### config.mk
export PLATFORM = sky130hd
export DESIGN_NAME = zet_wb_f2h_sdram_bridge_flat
export DESIGN_NICKNAME = d
export VERILOG_FILES = /design/src/rtl/zet_f2h_pkg.sv /design/src/rtl/zet_wb_f2h_sdram_bridge_if.sv /design/src/rtl/zet_f2h_rdcache.sv /design/src/rtl/zet_wb_f2h_sdram_bridge.sv /design/src/flat_wrapper.sv
export SDC_FILE = /design/constraint.sdc
export NUM_CORES = 1
export LEC_CHECK = 0
export BUFFER_PORTS_ARGS = -buffer_cell sky130_fd_sc_hd__buf_4
export CAP_MARGIN = 20
export CORE_MARGIN = 5
export CORE_UTILIZATION = 42
export CTS_CLUSTER_DIAMETER = 50
export DETAILED_ROUTE_END_ITERATION = 10
export GPL_TIMING_DRIVEN = 0
export PLACE_DENSITY = 0.76
export SLEW_MARGIN = 25
export SYNTH_ARGS = -nofsm -noshare
export SYNTH_HDL_FRONTEND = slang
export SYNTH_HIERARCHICAL = 1
export SYNTH_SLANG_ARGS = --single-unit
### constraint.sdc
create_clock -name clk -period 2.1 [get_ports clk]
set_input_delay 0.42 -clock clk [delete_from_list [all_inputs] [get_ports clk]]
set_output_delay 0.42 -clock clk [all_outputs]
set_load 0.05 [all_outputs]
### src/rtl/zet_f2h_pkg.sv
// rtl/zet_f2h_pkg.sv - shared types, constants and lane helpers for the Zet Wishbone to f2h_sdram bridge
package zet_f2h_pkg;

    typedef enum logic [2:0] {
        IDLE,
        WR,
        RD,
        RDW,
        ACK
    } state_t;

    localparam logic [29:0] BASE_WORD_DEFAULT = 30'h0800_0000;
    localparam logic [7:0]  BURSTCOUNT        = 8'd1;

    typedef struct packed {
        logic [3:0]  be;
        logic [31:0] data;
    } lane_t;

    // Place a 16-bit half-word and its byte selects into the 32-bit lane picked by address bit 1.
    function automatic lane_t steer_lane(input logic half, input logic [1:0] sel, input logic [15:0] dat);
        lane_t l;
        if (half) begin
            l.be   = {sel, 2'b00};
            l.data = {dat, 16'h0000};
        end else begin
            l.be   = {2'b00, sel};
            l.data = {16'h0000, dat};
        end
        return l;
    endfunction

    function automatic logic [31:0] merge_bytes(input logic [31:0] old_word, input logic [3:0] be,
                                                input logic [31:0] new_word);
        logic [31:0] m;
        for (int i = 0; i < 4; i++) begin
            m[i*8 +: 8] = be[i] ? new_word[i*8 +: 8] : old_word[i*8 +: 8];
        end
        return m;
    endfunction

endpackage

### src/rtl/zet_wb_f2h_sdram_bridge_if.sv
// rtl/zet_wb_f2h_sdram_bridge_if.sv - Wishbone classic slave side plus Avalon-MM master side of the bridge
interface zet_wb_f2h_sdram_bridge_if #(
    parameter int WB_AW = 19
);
    logic [WB_AW:1] wb_adr_i;
    logic [15:0]    wb_dat_i;
    logic [15:0]    wb_dat_o;
    logic [1:0]     wb_sel_i;
    logic           wb_we_i;
    logic           wb_stb_i;
    logic           wb_cyc_i;
    logic           wb_ack_o;

    logic [29:0]    avm_address;
    logic [7:0]     avm_burstcount;
    logic           avm_read;
    logic           avm_write;
    logic [31:0]    avm_writedata;
    logic [3:0]     avm_byteenable;
    logic           avm_waitrequest;
    logic [31:0]    avm_readdata;
    logic           avm_readdatavalid;

    // master: the bridge, which masters Avalon and answers Wishbone
    modport master (
        input  wb_adr_i, wb_dat_i, wb_sel_i, wb_we_i, wb_stb_i, wb_cyc_i,
        output wb_dat_o, wb_ack_o,
        output avm_address, avm_burstcount, avm_read, avm_write, avm_writedata, avm_byteenable,
        input  avm_waitrequest, avm_readdata, avm_readdatavalid
    );

    modport slave (
        output wb_adr_i, wb_dat_i, wb_sel_i, wb_we_i, wb_stb_i, wb_cyc_i,
        input  wb_dat_o, wb_ack_o,
        input  avm_address, avm_burstcount, avm_read, avm_write, avm_writedata, avm_byteenable,
        output avm_waitrequest, avm_readdata, avm_readdatavalid
    );
endinterface

### src/rtl/zet_f2h_rdcache.sv
// rtl/zet_f2h_rdcache.sv - single-entry cache of the last 32-bit word read through the bridge
module zet_f2h_rdcache
    import zet_f2h_pkg::*;
(
    input  logic        clk,
    input  logic        rst_n,
    input  logic [29:0] lookup_addr,
    output logic        hit,
    output logic [31:0] hit_data,
    input  logic        fill_en,
    input  logic [29:0] fill_addr,
    input  logic [31:0] fill_data,
    input  logic        wr_en,
    input  logic [29:0] wr_addr,
    input  logic [3:0]  wr_be,
    input  logic [31:0] wr_data
);
    logic        valid;
    logic [29:0] tag;
    logic [31:0] data;

    assign hit      = valid && (tag == lookup_addr);
    assign hit_data = data;

    always_ff @(posedge clk or negedge rst_n) begin
        if (!rst_n) begin
            valid <= 1'b0;
            tag   <= '0;
            data  <= '0;
        end else if (fill_en) begin
            valid <= 1'b1;
            tag   <= fill_addr;
            data  <= fill_data;
        end else if (wr_en && valid && (tag == wr_addr)) begin
            // Keep the cached copy coherent with writes passing through to DDR.
            data <= merge_bytes(data, wr_be, wr_data);
        end
    end

endmodule

### src/rtl/zet_wb_f2h_sdram_bridge.sv
// rtl/zet_wb_f2h_sdram_bridge.sv - Zet 16-bit Wishbone to HPS f2h_sdram0 Avalon bridge; ZET_F2H_RDCACHE_EN adds a one-word read cache
module zet_wb_f2h_sdram_bridge
    import zet_f2h_pkg::*;
#(
    parameter logic [29:0] BASE_WORD = BASE_WORD_DEFAULT,
    parameter int          WB_AW     = 19
) (
    input logic                       clk,
    input logic                       rst_n,
    zet_wb_f2h_sdram_bridge_if.master bus
);
    state_t      state;
    logic [29:0] avm_address;
    logic        avm_read;
    logic        avm_write;
    logic [31:0] avm_writedata;
    logic [3:0]  avm_byteenable;
    logic        wb_ack;
    logic [15:0] wb_dat;
    logic        half_q;

    logic [29:0] req_word;
    lane_t       req_lane;
    logic        req_go;

    assign req_word = BASE_WORD + 30'(bus.wb_adr_i[WB_AW:2]);
    assign req_lane = steer_lane(bus.wb_adr_i[1], bus.wb_sel_i, bus.wb_dat_i);
    // The ack cycle itself is blocked so a strobe held across ack is not issued twice.
    assign req_go   = (state == IDLE) && bus.wb_cyc_i && bus.wb_stb_i && !wb_ack;

`ifdef ZET_F2H_RDCACHE_EN
    logic        cache_hit;
    logic [31:0] cache_data;

    zet_f2h_rdcache u_rdcache (
        .clk         (clk),
        .rst_n       (rst_n),
        .lookup_addr (req_word),
        .hit         (cache_hit),
        .hit_data    (cache_data),
        .fill_en     ((state == RDW) && bus.avm_readdatavalid),
        .fill_addr   (avm_address),
        .fill_data   (bus.avm_readdata),
        .wr_en       (req_go && bus.wb_we_i),
        .wr_addr     (req_word),
        .wr_be       (req_lane.be),
        .wr_data     (req_lane.data)
    );
`endif

    always_ff @(posedge clk or negedge rst_n) begin
        if (!rst_n) begin
            state          <= IDLE;
            avm_address    <= '0;
            avm_read       <= 1'b0;
            avm_write      <= 1'b0;
            avm_writedata  <= '0;
            avm_byteenable <= '0;
            wb_ack         <= 1'b0;
            wb_dat         <= '0;
            half_q         <= 1'b0;
        end else begin
            wb_ack <= 1'b0;
            case (state)
                IDLE: begin
                    if (req_go) begin
                        avm_address    <= req_word;
                        half_q         <= bus.wb_adr_i[1];
                        avm_byteenable <= req_lane.be;
                        avm_writedata  <= req_lane.data;
                        if (bus.wb_we_i) begin
                            avm_write <= 1'b1;
                            state     <= WR;
                        end
`ifdef ZET_F2H_RDCACHE_EN
                        else if (cache_hit) begin
                            wb_dat <= bus.wb_adr_i[1] ? cache_data[31:16] : cache_data[15:0];
                            state  <= ACK;
                        end
`endif
                        else begin
                            avm_read <= 1'b1;
                            state    <= RD;
                        end
                    end
                end
                WR: begin
                    if (!bus.avm_waitrequest) begin
                        avm_write <= 1'b0;
                        state     <= ACK;
                    end
                end
                RD: begin
                    if (!bus.avm_waitrequest) begin
                        avm_read <= 1'b0;
                        state    <= RDW;
                    end
                end
                RDW: begin
                    if (bus.avm_readdatavalid) begin
                        wb_dat <= half_q ? bus.avm_readdata[31:16] : bus.avm_readdata[15:0];
                        state  <= ACK;
                    end
                end
                ACK: begin
                    // A master that dropped cyc mid-transfer gets no ack.
                    wb_ack <= bus.wb_cyc_i;
                    state  <= IDLE;
                end
                default: state <= IDLE;
            endcase
        end
    end

    assign bus.avm_address    = avm_address;
    assign bus.avm_burstcount = BURSTCOUNT;
    assign bus.avm_read       = avm_read;
    assign bus.avm_write      = avm_write;
    assign bus.avm_writedata  = avm_writedata;
    assign bus.avm_byteenable = avm_byteenable;
    assign bus.wb_ack_o       = wb_ack;
    assign bus.wb_dat_o       = wb_dat;

endmodule

### src/flat_wrapper.sv
// flat-port wrapper written by rule: the top's interface ports become plain ports
module zet_wb_f2h_sdram_bridge_flat import zet_f2h_pkg::*;
#(
    parameter logic [29:0] BASE_WORD = BASE_WORD_DEFAULT,
    parameter int          WB_AW     = 19
)
  (clk, rst_n, bus_wb_adr_i, bus_wb_dat_i, bus_wb_sel_i, bus_wb_we_i, bus_wb_stb_i, bus_wb_cyc_i, bus_wb_dat_o, bus_wb_ack_o, bus_avm_address, bus_avm_burstcount, bus_avm_read, bus_avm_write, bus_avm_writedata, bus_avm_byteenable, bus_avm_waitrequest, bus_avm_readdata, bus_avm_readdatavalid);
  zet_wb_f2h_sdram_bridge_if #(.WB_AW(WB_AW)) bus_i ();
  input logic clk;
  input logic rst_n;
  input wire logic [$bits(bus_i.wb_adr_i)-1:0] bus_wb_adr_i;
  input wire logic [$bits(bus_i.wb_dat_i)-1:0] bus_wb_dat_i;
  input wire logic [$bits(bus_i.wb_sel_i)-1:0] bus_wb_sel_i;
  input wire logic [$bits(bus_i.wb_we_i)-1:0] bus_wb_we_i;
  input wire logic [$bits(bus_i.wb_stb_i)-1:0] bus_wb_stb_i;
  input wire logic [$bits(bus_i.wb_cyc_i)-1:0] bus_wb_cyc_i;
  output wire logic [$bits(bus_i.wb_dat_o)-1:0] bus_wb_dat_o;
  output wire logic [$bits(bus_i.wb_ack_o)-1:0] bus_wb_ack_o;
  output wire logic [$bits(bus_i.avm_address)-1:0] bus_avm_address;
  output wire logic [$bits(bus_i.avm_burstcount)-1:0] bus_avm_burstcount;
  output wire logic [$bits(bus_i.avm_read)-1:0] bus_avm_read;
  output wire logic [$bits(bus_i.avm_write)-1:0] bus_avm_write;
  output wire logic [$bits(bus_i.avm_writedata)-1:0] bus_avm_writedata;
  output wire logic [$bits(bus_i.avm_byteenable)-1:0] bus_avm_byteenable;
  input wire logic [$bits(bus_i.avm_waitrequest)-1:0] bus_avm_waitrequest;
  input wire logic [$bits(bus_i.avm_readdata)-1:0] bus_avm_readdata;
  input wire logic [$bits(bus_i.avm_readdatavalid)-1:0] bus_avm_readdatavalid;
  assign bus_i.wb_adr_i = bus_wb_adr_i;
  assign bus_i.wb_dat_i = bus_wb_dat_i;
  assign bus_i.wb_sel_i = bus_wb_sel_i;
  assign bus_i.wb_we_i = bus_wb_we_i;
  assign bus_i.wb_stb_i = bus_wb_stb_i;
  assign bus_i.wb_cyc_i = bus_wb_cyc_i;
  assign bus_wb_dat_o = bus_i.wb_dat_o;
  assign bus_wb_ack_o = bus_i.wb_ack_o;
  assign bus_avm_address = bus_i.avm_address;
  assign bus_avm_burstcount = bus_i.avm_burstcount;
  assign bus_avm_read = bus_i.avm_read;
  assign bus_avm_write = bus_i.avm_write;
  assign bus_avm_writedata = bus_i.avm_writedata;
  assign bus_avm_byteenable = bus_i.avm_byteenable;
  assign bus_i.avm_waitrequest = bus_avm_waitrequest;
  assign bus_i.avm_readdata = bus_avm_readdata;
  assign bus_i.avm_readdatavalid = bus_avm_readdatavalid;
  zet_wb_f2h_sdram_bridge #(.BASE_WORD(BASE_WORD), .WB_AW(WB_AW)) u_core (.clk(clk), .rst_n(rst_n), .bus(bus_i));
endmodule
==> results of run 1 <==
==> power by group through the flow <==
stage / clock [mW] / combinational, mW / sequential, mW
floorplan: 0 / 1.23 / 4.88
global placement: 0 / 5.02 / 2.57
detailed placement: 0 / 5.08 / 2.61
CTS: 1.04 / 5.10 / 2.59
global route: 1.12 / 5.29 / 2.66
finish: 1.00 / 5.04 / 2.58
==> state kept, by name (all words and copies together) (netlist names) <==
register and count:
u_core/bus.wb_ack_o 1, u_core/state 3, u_core/bus.avm_write 1, u_core/bus.avm_read 1, u_core/bus.avm_byteenable 4, u_core/bus.avm_writedata 32, u_core/half_q 1, u_core/bus.wb_dat_o 16
u_core/bus.avm_address 19
==> cells in the mapped netlist (2+ instances only) <==
library cell | n | share of area (%)
dfrtp_1 | 78 | 55
nand2_1 | 35 | 3.7
mux2i_1 | 34 | 9.5
mux2_2 | 27 | 8.5
inv_1 | 21 | 2.2
buf_4 | 20 | 4.2
nor2b_1 | 18 | 3.2
o21ai_0 | 16 | 2.2
clkbuf_1 | 9 | 0.95
mux2_4 | 8 | 3.4
buf_6 | 4 | 1.3
buf_12 | 3 | 1.7
conb_1 | 2 | 0.21
mux2_1 | 2 | 0.63
nor4b_1 | 2 | 0.49
==> per-layer routing <==
metal	GRT usage (%)	routed length (um)
met5	0	0
met4	5.146	87
met3	5.256	862
met2	27.39	4207
met1	19.85	3374
==> cell families (layout without fill, tap and decap cells) <==
logic type | count (synthesis) | count (layout)
buffers and inverters | 57 | 221
AND/OR/NAND/NOR | 62 | 62
flip-flops | 78 | 78
other | 2 | 19
multiplexers | 71 | 71
AO/OA/AOI/OAI | 24 | 24
==> final timing paths <==
kind	from	endpoint	slack (ns)	depth (start not counted)
min reg2reg	u_core/bus.wb_dat_o[5]	u_core/bus.wb_dat_o[5]	0.48	2
min	rst_n	u_core/bus.wb_dat_o[14]	0.1	1
max	u_core/state[2]	u_core/bus.avm_writedata[9]	0.09	4
max in group asynchronous	rst_n	u_core/bus.wb_ack_o	1.50	1
min in group clk	bus_wb_adr_i[18]	u_core/bus.avm_address[17]	0.29	2
max reg2reg	u_core/state[2]	u_core/bus.avm_writedata[9]	0.09	4
==> layout by cell type (no fill, tap or decap) <==
cell / instances
o22ai_1: 1
buf_4: 168
conb_1: 19
nor4b_1: 2
nand2b_1: 1
and3_1: 1
clkbuf_1: 10
clkinvlp_4: 2
mux2i_1: 34
mux2_4: 8
or4b_4: 1
a211o_2: 1
o31ai_1: 1
nand4b_1: 1
clkinv_2: 2
buf_12: 3
inv_1: 21
a2bb2oi_1: 1
inv_6: 1
o21ai_0: 16
nand2_1: 35
nor2_1: 1
o41ai_1: 1
dfrtp_2: 2
clkbuf_8: 10
mux2_1: 2
dfrtp_1: 76
a31o_2: 1
a21oi_1: 1
nor2b_1: 18
o21ai_1: 1
nor3_1: 1
or3b_4: 1
buf_6: 4
mux2_2: 27
==> layout make-up <==
type / instances / area share, %
clock inverters: 5 / 0.6683
flip-flops and latches: 78 / 38.66
multi-input cells: 176 / 26.01
repair buffers: 149 / 22.20
clock buffers: 11 / 2.797
plain buffers: 35 / 5.495
inverters: 21 / 1.559
well taps: 105 / 2.599
==> repair_timing <==
action | in CTS | in global routing
hold buffers | 0 | 0
pin swaps | 0 | 0
endpoints found under the setup margin | 13 | 9
buffers inserted | 1 | 0
hold endpoints to repair | 0 | 0
gates resized for setup | 1 | 1
==> stage by stage <==
step | hold WS, ns | worst slack (ns) | utilization (%)
CTS | 0.2579 | 0.03733 | 61.27
finish | 0.09748 | 0.08681 | 61.21
global route | 0.1462 | 0.01613 | 61.21
global placement | 0.4569 | -0.01154 | 59.05
detailed placement | 0.4732 | -0.02344 | 59.05
floorplan | 0.1244 | 0.005436 | -
==> metrics.cfg, run 1 <==
[timing]
finClkSkew_ns=0.009407
hold_viol=0
slew_viol_final=0
setup_violations=0
worstMarginPinSlew_ns=0.7226
rsz0062_at_grt=no
post-route-min-period_ns=2.013
fin_crit_sh_pct=95.87
finalSetupTns_ns=0
relSlewSlack_pct=51.83
fmax_ghz=0.4967

[routing]
drtPass1Iterations=3
drc=0
vias=2666
drt-vias-per-instance=4.597
routed_wl_um=8532
drt_iter0_drc=70
drt-wirelength-per-cell_um=14.71
ant_nets=0

[clocking]
cts_tree=built
htree_levels=3
cts.sink_count=78
clk_latency_ns=0.34
numCtsBuffers=9
root_buffer=clkbuf_8
clk_pin_slew_worst_paths_ns=0.08
cts_buffer_depth=2

[yosys]
ys_types=30
synth-seq-cells=78
synth.avg_cell_area_sq_um=12.14
netlist_area_sq_mm=0.003568
yosys.area_share.simple_pct=8.801
synthCells=294
yosys.area_share.xor_xnor_pct=0
synth_edf_count=0
synthAdderAreaFrac_pct=0
synthArstFlopShare_pct=100.0
synth_compound_area_share_pct=3.927
synth-seq-area-share_pct=54.70
ys_warn_count=6
muxShareOfSynthArea_pct=22.05
synth_flop_cell=dfrtp_1
synth_top_family_by_area=multiplexers

[worst_setup_path]
cp_slowest_stage_delay_ns=0.59
cp-end-kind=flop
critical_path_class=reg -> reg
critPathMaxFanout=10
path_buf_inv=1
cp_cell_sequence=or3b_4 > or4b_4 > buf_12 > mux2_4
critPathTopFamily=simple AND/OR/NAND/NOR gates
required_ns=2.32
cp_data_arrival_time_ns=2.23
worstSetupStartpointType=flop
cpMaxStageDelayCell=or4b_4

[global_route]
grt_pass1_wl_um=13300
first_global_vias=2757
grt.total_usage_pct=16.25
antenna_found_initial=0
grt_max_degree=79
grt_overflow=0

[die]
core_area_sq_mm=0.008258
chipHeight_um=102.2
dieArea_sq_mm=0.01044
start_util_pct=43.21
die_width_um=102.2
ios=169
num_rows=33

[place]
hpwlAfterDp_um=6603
port_buffers=148
gp_congestion=0.8311
post_dp_cell_area_sq_mm=0.004876
dp_cells=564

[layout]
design_area_sq_mm=0.005055
num_antenna_cells=0
multi_input_area_sq_mm=0.001315
drive_gt1_share_pct=48.63
fin_cells=580
syn2layout_area_growth_pct=41.66
seqCellArea_sq_mm=0.001954
layout.nets=546
fillCellCount=695

[pwr]
power.density_mw_per_mm2=1706
ir_worst_vdd_uv=844.8
intPower_mw=4.347
sw_frac_of_total_pct=49.58
clockPowerShare_pct=11.6
p_seq_share_pct=29.9
p_comb_share_pct=58.5
p_sw_mw=4.275
p_leak_nw=2.739
p_total_mw=8.621

[job]
drv_cap=0

[status]
status=finished, final reports clean

[min_path]
min-delay-path-class=in -> async

(Power assumes the default switching activity.)
==> inputs of run 2 (changes only) <==
CELL_PAD_IN_SITES_DETAIL_PLACEMENT = 1   (was not set)
CELL_PAD_IN_SITES_GLOBAL_PLACEMENT = 1   (was not set)
CORE_UTILIZATION = 32   (was 42)
PLACE_DENSITY = not set   (was 0.76)
PLACE_DENSITY_LB_ADDON = 0.1   (was not set)
==> metrics.cfg, run 2 (same netlist as run 1, synthesis figures left out) <==
[worst_setup_path]
worst_path_most_repeated_cell=buf_12
cp-end-kind=flop  ; unchanged
cp_slowest_stage_delay_ns=0.53  ; was 0.59 ns
critical_path_class=reg -> reg  ; unchanged
worstSetupStartpointType=flop  ; unchanged
critPathMaxFanout=10  ; unchanged
required_ns=2.32  ; about the same
cp_cell_sequence=or3b_1 > or4b_4 > buf_6 > buf_12 > buf_12 > mux2i_2  ; was or3b_4 > or4b_4 > buf_12 > mux2_4
cpMaxStageDelayCell=or4b_4  ; unchanged
cp_data_arrival_time_ns=2.28  ; was 2.23 ns

[layout]
layout.nets=548  ; was 546
final_common_cell=buf_4  ; unchanged
largest_reg_flops=32  ; unchanged
drive_gt1_share_pct=49.06  ; was 48.63%
layout_common_cells=169 x buf_4, 76 x dfrtp_1, 35 x nand2_1, 32 x mux2i_1, 27 x mux2_2  ; was 168 x buf_4, 76 x dfrtp_1, 35 x nand2_1, 34 x mux2i_1, 27 x mux2_2
design_area_sq_mm=0.005140  ; was 0.005055 sq mm
regMostFlops=u_core/bus.avm_writedata  ; unchanged
syn2layout_area_growth_pct=44.04  ; was 41.66%
num_antenna_cells=0  ; unchanged
postLayoutCoreUtil_pct=47.21  ; was 61.21%

[timing]
slew_viol_final=0  ; unchanged
fmax_ghz=0.4866  ; was 0.4967 GHz
worstMarginPinSlew_ns=0.7379  ; was 0.7226 ns
rsz0062_at_grt=no  ; unchanged
setup_violations=0  ; unchanged
fin_crit_sh_pct=97.87  ; was 95.87%
hold_viol=0  ; unchanged
post-route-min-period_ns=2.055  ; was 2.013 ns
relSlewSlack_pct=50.81  ; was 51.83%
hold_ws_ns=0.1030  ; was 0.09748 ns
finClkSkew_ns=0.007095  ; was 0.009407 ns

[pwr]
power.density_mw_per_mm2=1709  ; was 1706 mW/mm^2
ir_worst_vdd_uv=872.0  ; was 844.8 uV
p_comb_share_pct=58.1  ; was 58.5%
p_sw_mw=4.330  ; was 4.275 mW
sw_frac_of_total_pct=49.29  ; was 49.58%
intPower_mw=4.455  ; was 4.347 mW
p_leak_nw=2.740  ; was 2.739 nW
p_total_mw=8.785  ; was 8.621 mW
p_seq_share_pct=29.2  ; was 29.9%
clockPowerShare_pct=12.7  ; was 11.6%

[routing]
vias=2662  ; was 2666
drtPass1Iterations=4  ; was 3
routed_wl_um=9598  ; was 8532 um
drt-vias-per-instance=4.314  ; was 4.597
drc=0  ; unchanged
ant_nets=0  ; unchanged
drt_iter0_drc=93  ; was 70
drt-wirelength-per-cell_um=15.56  ; was 14.71 um

[die]
chipHeight_um=115.6  ; was 102.2 um
die_width_um=115.6  ; was 102.2 um
core_area_sq_mm=0.01089  ; was 0.008258 sq mm
dieArea_sq_mm=0.01336  ; was 0.01044 sq mm
ios=169  ; unchanged
start_util_pct=32.77  ; was 43.21%
num_rows=38  ; was 33

[clocking]
cts_hold_buf=0  ; unchanged
cts_buffer_depth=2  ; unchanged
root_buffer=clkbuf_8  ; unchanged
numCtsBuffers=9  ; unchanged
cts_tree=built  ; unchanged
cts.sink_count=78  ; unchanged
htree_levels=3  ; unchanged
clk_latency_ns=0.35  ; was 0.34 ns
clk_pin_slew_worst_paths_ns=0.08  ; about the same

[global_route]
grt.total_usage_pct=14.53  ; was 16.25%
antenna_found_initial=0  ; unchanged
grt_pass1_wl_um=15210  ; was 13300 um
grt_overflow=0  ; unchanged
grt_max_degree=79  ; unchanged
first_global_vias=2987  ; was 2757

[status]
status=finished, final reports clean  ; unchanged

[place]
post_dp_cell_area_sq_mm=0.004920  ; was 0.004876 sq mm
hpwlAfterDp_um=7148  ; was 6603 um
gp_congestion=0.7255  ; was 0.8311
port_buffers=148  ; unchanged

[min_path]
min-delay-path-class=in -> async  ; unchanged

[job]
drv_cap=0  ; unchanged

==> run 2: worst paths after layout <==
check	start	cells past startpoint	slack [ns]	end
min in group clk	bus_wb_adr_i[18]	2	0.28	u_core/bus.avm_address[17]
min	rst_n	1	0.10	u_core/bus.wb_dat_o[1]
max in group asynchronous	rst_n	1	1.45	u_core/bus.wb_ack_o
min reg2reg	u_core/bus.avm_address[27]	1	0.48	u_core/bus.avm_address[27]
max reg2reg	u_core/state[2]	6	0.04	u_core/bus.avm_writedata[20]
max	u_core/state[2]	6	0.04	u_core/bus.avm_writedata[20]
==> run 2: routing by layer <==
| metal | up-vias | share of wire (%) | track usage (%) |
|---|---|---|---|
| met5 | - | 0 | 0 |
| met4 | 0 | 0.95 | 4.460 |
| li1 | 1281 | - | - |
| met2 | 105 | 47 | 23.61 |
| met1 | 1267 | 42 | 18.14 |
| met3 | 9 | 11 | 5.274 |
==> run 2: power by group through the flow <==
stage          clock [mW]  combinational (mW)  sequential (mW)
2_1_floorplan           0                1.23             4.88
3_3_place_gp            0                5.06             2.58
3_5_place_dp            0                5.12             2.61
4_1_cts              1.17                5.15             2.58
5_1_grt              1.23                5.38             2.67
6_report             1.12                5.10             2.57
==> run 2: through the flow <==
step / setup TNS, ns / setup WS (ns) / cells
5_1_grt: 0 / 0.002055 / 617
3_3_place_gp: -0.5561 / -0.04149 / 599
3_5_place_dp: -0.7274 / -0.09594 / 599
2_1_floorplan: 0 / 0.005436 / 311
4_1_cts: 0 / 0.03929 / 616
6_report: 0 / 0.04478 / 617
==> run 2: cell type report <==
type                    count  area, sq um
repair buffers            150         1130
flip-flops and latches     78         1954
clock buffers              11        131.4
well taps                 140        175.2
inverters                  21        78.83
plain buffers              36        290.3
clock inverters             5        60.06
multi-input cells         176         1320
fillers                  1218         5748
==> run 2: timing repair <==
item	CTS	global route
setup endpoints to repair	22	3
endpoints found under the hold margin	0	0
setup buffers	1	1
gates resized for setup	1	4
==> run 2: critical path, delay by kind of cell, from the launching register on <==
family	cells	cell delay (ns)
AND/OR/NAND/NOR	2	0.93
buffers and inverters	3	0.45
flip-flops	1	0.41
multiplexers	1	0.15
==> inputs of run 3 (changes only) <==
CORE_UTILIZATION = 33   (was 32)
CTS_BUF_LIST = sky130_fd_sc_hd__clkbuf_4   (was not set)
==> metrics.cfg, run 3 (same netlist as run 1, synthesis figures left out) <==
[routing]
wl_met1_um=4024  ; was 4026 um
routed_wl_um=9385  ; was 9598 um
drt-wirelength-per-cell_um=15.26  ; was 15.56 um
drc=0  ; unchanged
drt_iter0_drc=54  ; was 93
drtPass1Iterations=4  ; unchanged
routed.top_layer=met4  ; unchanged
route.met2.wl_um=4205  ; was 4470 um
ant_nets=0  ; unchanged
vias=2730  ; was 2662
drt-vias-per-instance=4.439  ; was 4.314
met3WireLength_um=1022  ; was 1010 um

[worst_setup_path]
critical_path_class=reg -> reg  ; unchanged
cp-end-kind=flop  ; unchanged
cp_slowest_stage_delay_ns=0.57  ; was 0.53 ns
cp_data_arrival_time_ns=2.31  ; was 2.28 ns
r2r_cells=4  ; was 6
r2r-start=u_core/state[2]  ; unchanged
r2r-end=u_core/bus.avm_writedata[7]  ; was u_core/bus.avm_writedata[20]
r2r_slack_ns=0.09  ; was 0.04 ns
worstSetupStartpointType=flop  ; unchanged
critPathMaxFanout=10  ; unchanged
required_ns=2.40  ; was 2.32 ns
cpMaxStageDelayCell=or4b_4  ; unchanged
cp_cell_sequence=or3b_4 > or4b_4 > buf_12 > mux2_4  ; was or3b_1 > or4b_4 > buf_6 > buf_12 > buf_12 > mux2i_2

[global_route]
grt_pass1_wl_um=14870  ; was 15210 um
grt.total_usage_pct=14.56  ; was 14.53%
grt_overflow=0  ; unchanged
first_global_vias=2885  ; was 2987
grt_max_degree=79  ; unchanged
antenna_found_initial=0  ; unchanged

[clocking]
cts_buffer_depth=2  ; unchanged
cts_tree=built  ; unchanged
numCtsBuffers=9  ; unchanged
cts.sink_count=78  ; unchanged
clk_pin_slew_worst_paths_ns=0.12  ; was 0.08 ns
root_buffer=clkbuf_4  ; was clkbuf_8
htree_levels=3  ; unchanged
clk_latency_ns=0.42  ; was 0.35 ns

[timing]
post-route-min-period_ns=2.007  ; was 2.055 ns
relSlewSlack_pct=49.83  ; was 50.81%
setup_slack_ns=0.09340  ; was 0.04478 ns
hold_ws_ns=-0.02510  ; was 0.1030 ns
slew_viol_final=0  ; unchanged
setup_violations=0  ; unchanged
rsz0062_at_grt=no  ; unchanged
hold_viol=10  ; was 0
worstMarginPinSlew_ns=0.7525  ; was 0.7379 ns
finClkSkew_ns=0.01380  ; was 0.007095 ns
fin_crit_sh_pct=95.55  ; was 97.87%
fmax_ghz=0.4984  ; was 0.4866 GHz

[pwr]
p_seq_share_pct=29.7  ; was 29.2%
p_leak_nw=2.741  ; was 2.740 nW
intPower_mw=4.382  ; was 4.455 mW
power.density_mw_per_mm2=1703  ; was 1709 mW/mm^2
ir_worst_vdd_uv=795.6  ; was 872.0 uV
sw_frac_of_total_pct=49.33  ; was 49.29%
p_sw_mw=4.267  ; was 4.330 mW
p_comb_share_pct=58.7  ; was 58.1%
clockPowerShare_pct=11.7  ; was 12.7%

[die]
core_area_sq_mm=0.01070  ; was 0.01089 sq mm
die_width_um=114.0  ; was 115.6 um
dieArea_sq_mm=0.01299  ; was 0.01336 sq mm
ios=169  ; unchanged
num_rows=38  ; unchanged
start_util_pct=33.36  ; was 32.77%
chipHeight_um=114.0  ; was 115.6 um

[job]
drv_cap=0  ; unchanged

[place]
hpwlAfterDp_um=7092  ; was 7148 um
dp_cells=599  ; unchanged
post_dp_cell_area_sq_mm=0.004920  ; unchanged
gp_congestion=0.7468  ; was 0.7255
pre_cts_slack_ns=-0.1365  ; was -0.09594 ns
port_buffers=148  ; unchanged

[status]
status=finished, violations left  ; was finished, final reports clean
violations=negative hold slack

[layout]
layout_common_cells=168 x buf_4, 76 x dfrtp_1, 35 x nand2_1, 34 x mux2i_1, 27 x mux2_2  ; was 169 x buf_4, 76 x dfrtp_1, 35 x nand2_1, 32 x mux2i_1, 27 x mux2_2
final_common_cell=buf_4  ; unchanged
largest_reg_flops=32  ; unchanged
design_area_sq_mm=0.005080  ; was 0.005140 sq mm
layout.nets=546  ; was 548
fin_cells=615  ; was 617
regMostFlops=u_core/bus.avm_writedata  ; unchanged
drive_gt1_share_pct=48.63  ; was 49.06%
fillCellCount=1211  ; was 1218
syn2layout_area_growth_pct=42.36  ; was 44.04%
num_antenna_cells=0  ; unchanged

[min_path]
min-delay-path-class=in -> async  ; unchanged

-- run 3: cell types whose count changed in the layout (fill, tap and decap cells not counted), moves of 2 or more --
cell	delta
mux2i_1	+2
clkinv_2	+2
mux2i_2	-2
clkinvlp_4	-4
clkbuf_4	+11
clkbuf_8	-9
-- run 3: worst max-delay path by stage --
| stage | start | endpoint | slack [ns] |
|---|---|---|---|
| after global routing | u_core/half_q | u_core/bus.wb_dat_o[6] | 0.02 |
| after floorplan | u_core/bus.wb_ack_o | u_core/bus.avm_address[17] | 0.005 |
| after detailed placement | bus_wb_adr_i[0] | u_core/bus.avm_writedata[29] | -0.14 |
| after global placement | bus_wb_adr_i[0] | u_core/bus.avm_writedata[26] | -0.09 |
| after CTS | u_core/state[2] | u_core/bus.avm_writedata[1] | 0.01 |
| final | u_core/state[2] | u_core/bus.avm_writedata[7] | 0.09 |
-- run 3: worst max-delay path: cells and delay by family, from the launching register on --
| family | cells | cell delay, ns |
|---|---|---|
| DFF | 1 | 0.43 |
| muxes | 1 | 0.29 |
| buffers and inverters | 1 | 0.19 |
| and+or+nand+nor | 2 | 0.97 |
-- run 3: repair_timing --
action                     in CTS  in global routing
resized for setup               1                  1
setup buffers                   1                  0
setup endpoints to repair      56                 49
hold buffers                    0                  0
pin swaps                       0                  1
hold endpoints to repair        0                  0
-- run 3: power groups by stage --
stage | sequential [mW] | combinational, mW | clock (mW)
after floorplan | 4.88 | 1.23 | 0
after global placement | 2.57 | 5.06 | 0
after detailed placement | 2.62 | 5.12 | 0
after CTS | 2.58 | 5.15 | 1.06
after global routing | 2.66 | 5.33 | 1.13
final | 2.57 | 5.07 | 1.01
-- run 3: cell type report --
| cell class | count | area [sq um] | share of cell area [%] |
|---|---|---|---|
| repair buffers | 149 | 1122 | 22.09 |
| clock buffers | 11 | 82.58 | 1.626 |
| inverters | 21 | 78.83 | 1.552 |
| plain buffers | 35 | 277.8 | 5.468 |
| well taps | 140 | 175.2 | 3.448 |
| flip-flops and latches | 78 | 1954 | 38.47 |
| multi-input cells | 176 | 1315 | 25.89 |
| clock inverters | 5 | 73.82 | 1.453 |
-- run 3: layer usage --
| layer | track usage, % | vias to the layer above |
|---|---|---|
| li1 | - | 1286 |
| met1 | 18.96 | 1323 |
| met2 | 21.62 | 111 |
| met3 | 5.782 | 10 |
| met4 | 5.938 | 0 |
| met5 | 0 | - |
-- run 3: stage by stage --
| step | setup TNS [ns] | power (mW) | hold WS [ns] | utilization, % |
|---|---|---|---|---|
| 2_1_floorplan | 0 | 6.112 | 0.1244 | - |
| 5_1_grt | 0 | 9.117 | 0.02593 | 47.49 |
| 3_5_place_dp | -1.438 | 7.737 | 0.4575 | 45.99 |
| 6_report | 0 | 8.648 | -0.02510 | 47.49 |
| 3_3_place_gp | -1.045 | 7.635 | 0.4561 | 45.99 |
| 4_1_cts | 0 | 8.788 | 0.1494 | 47.53 |
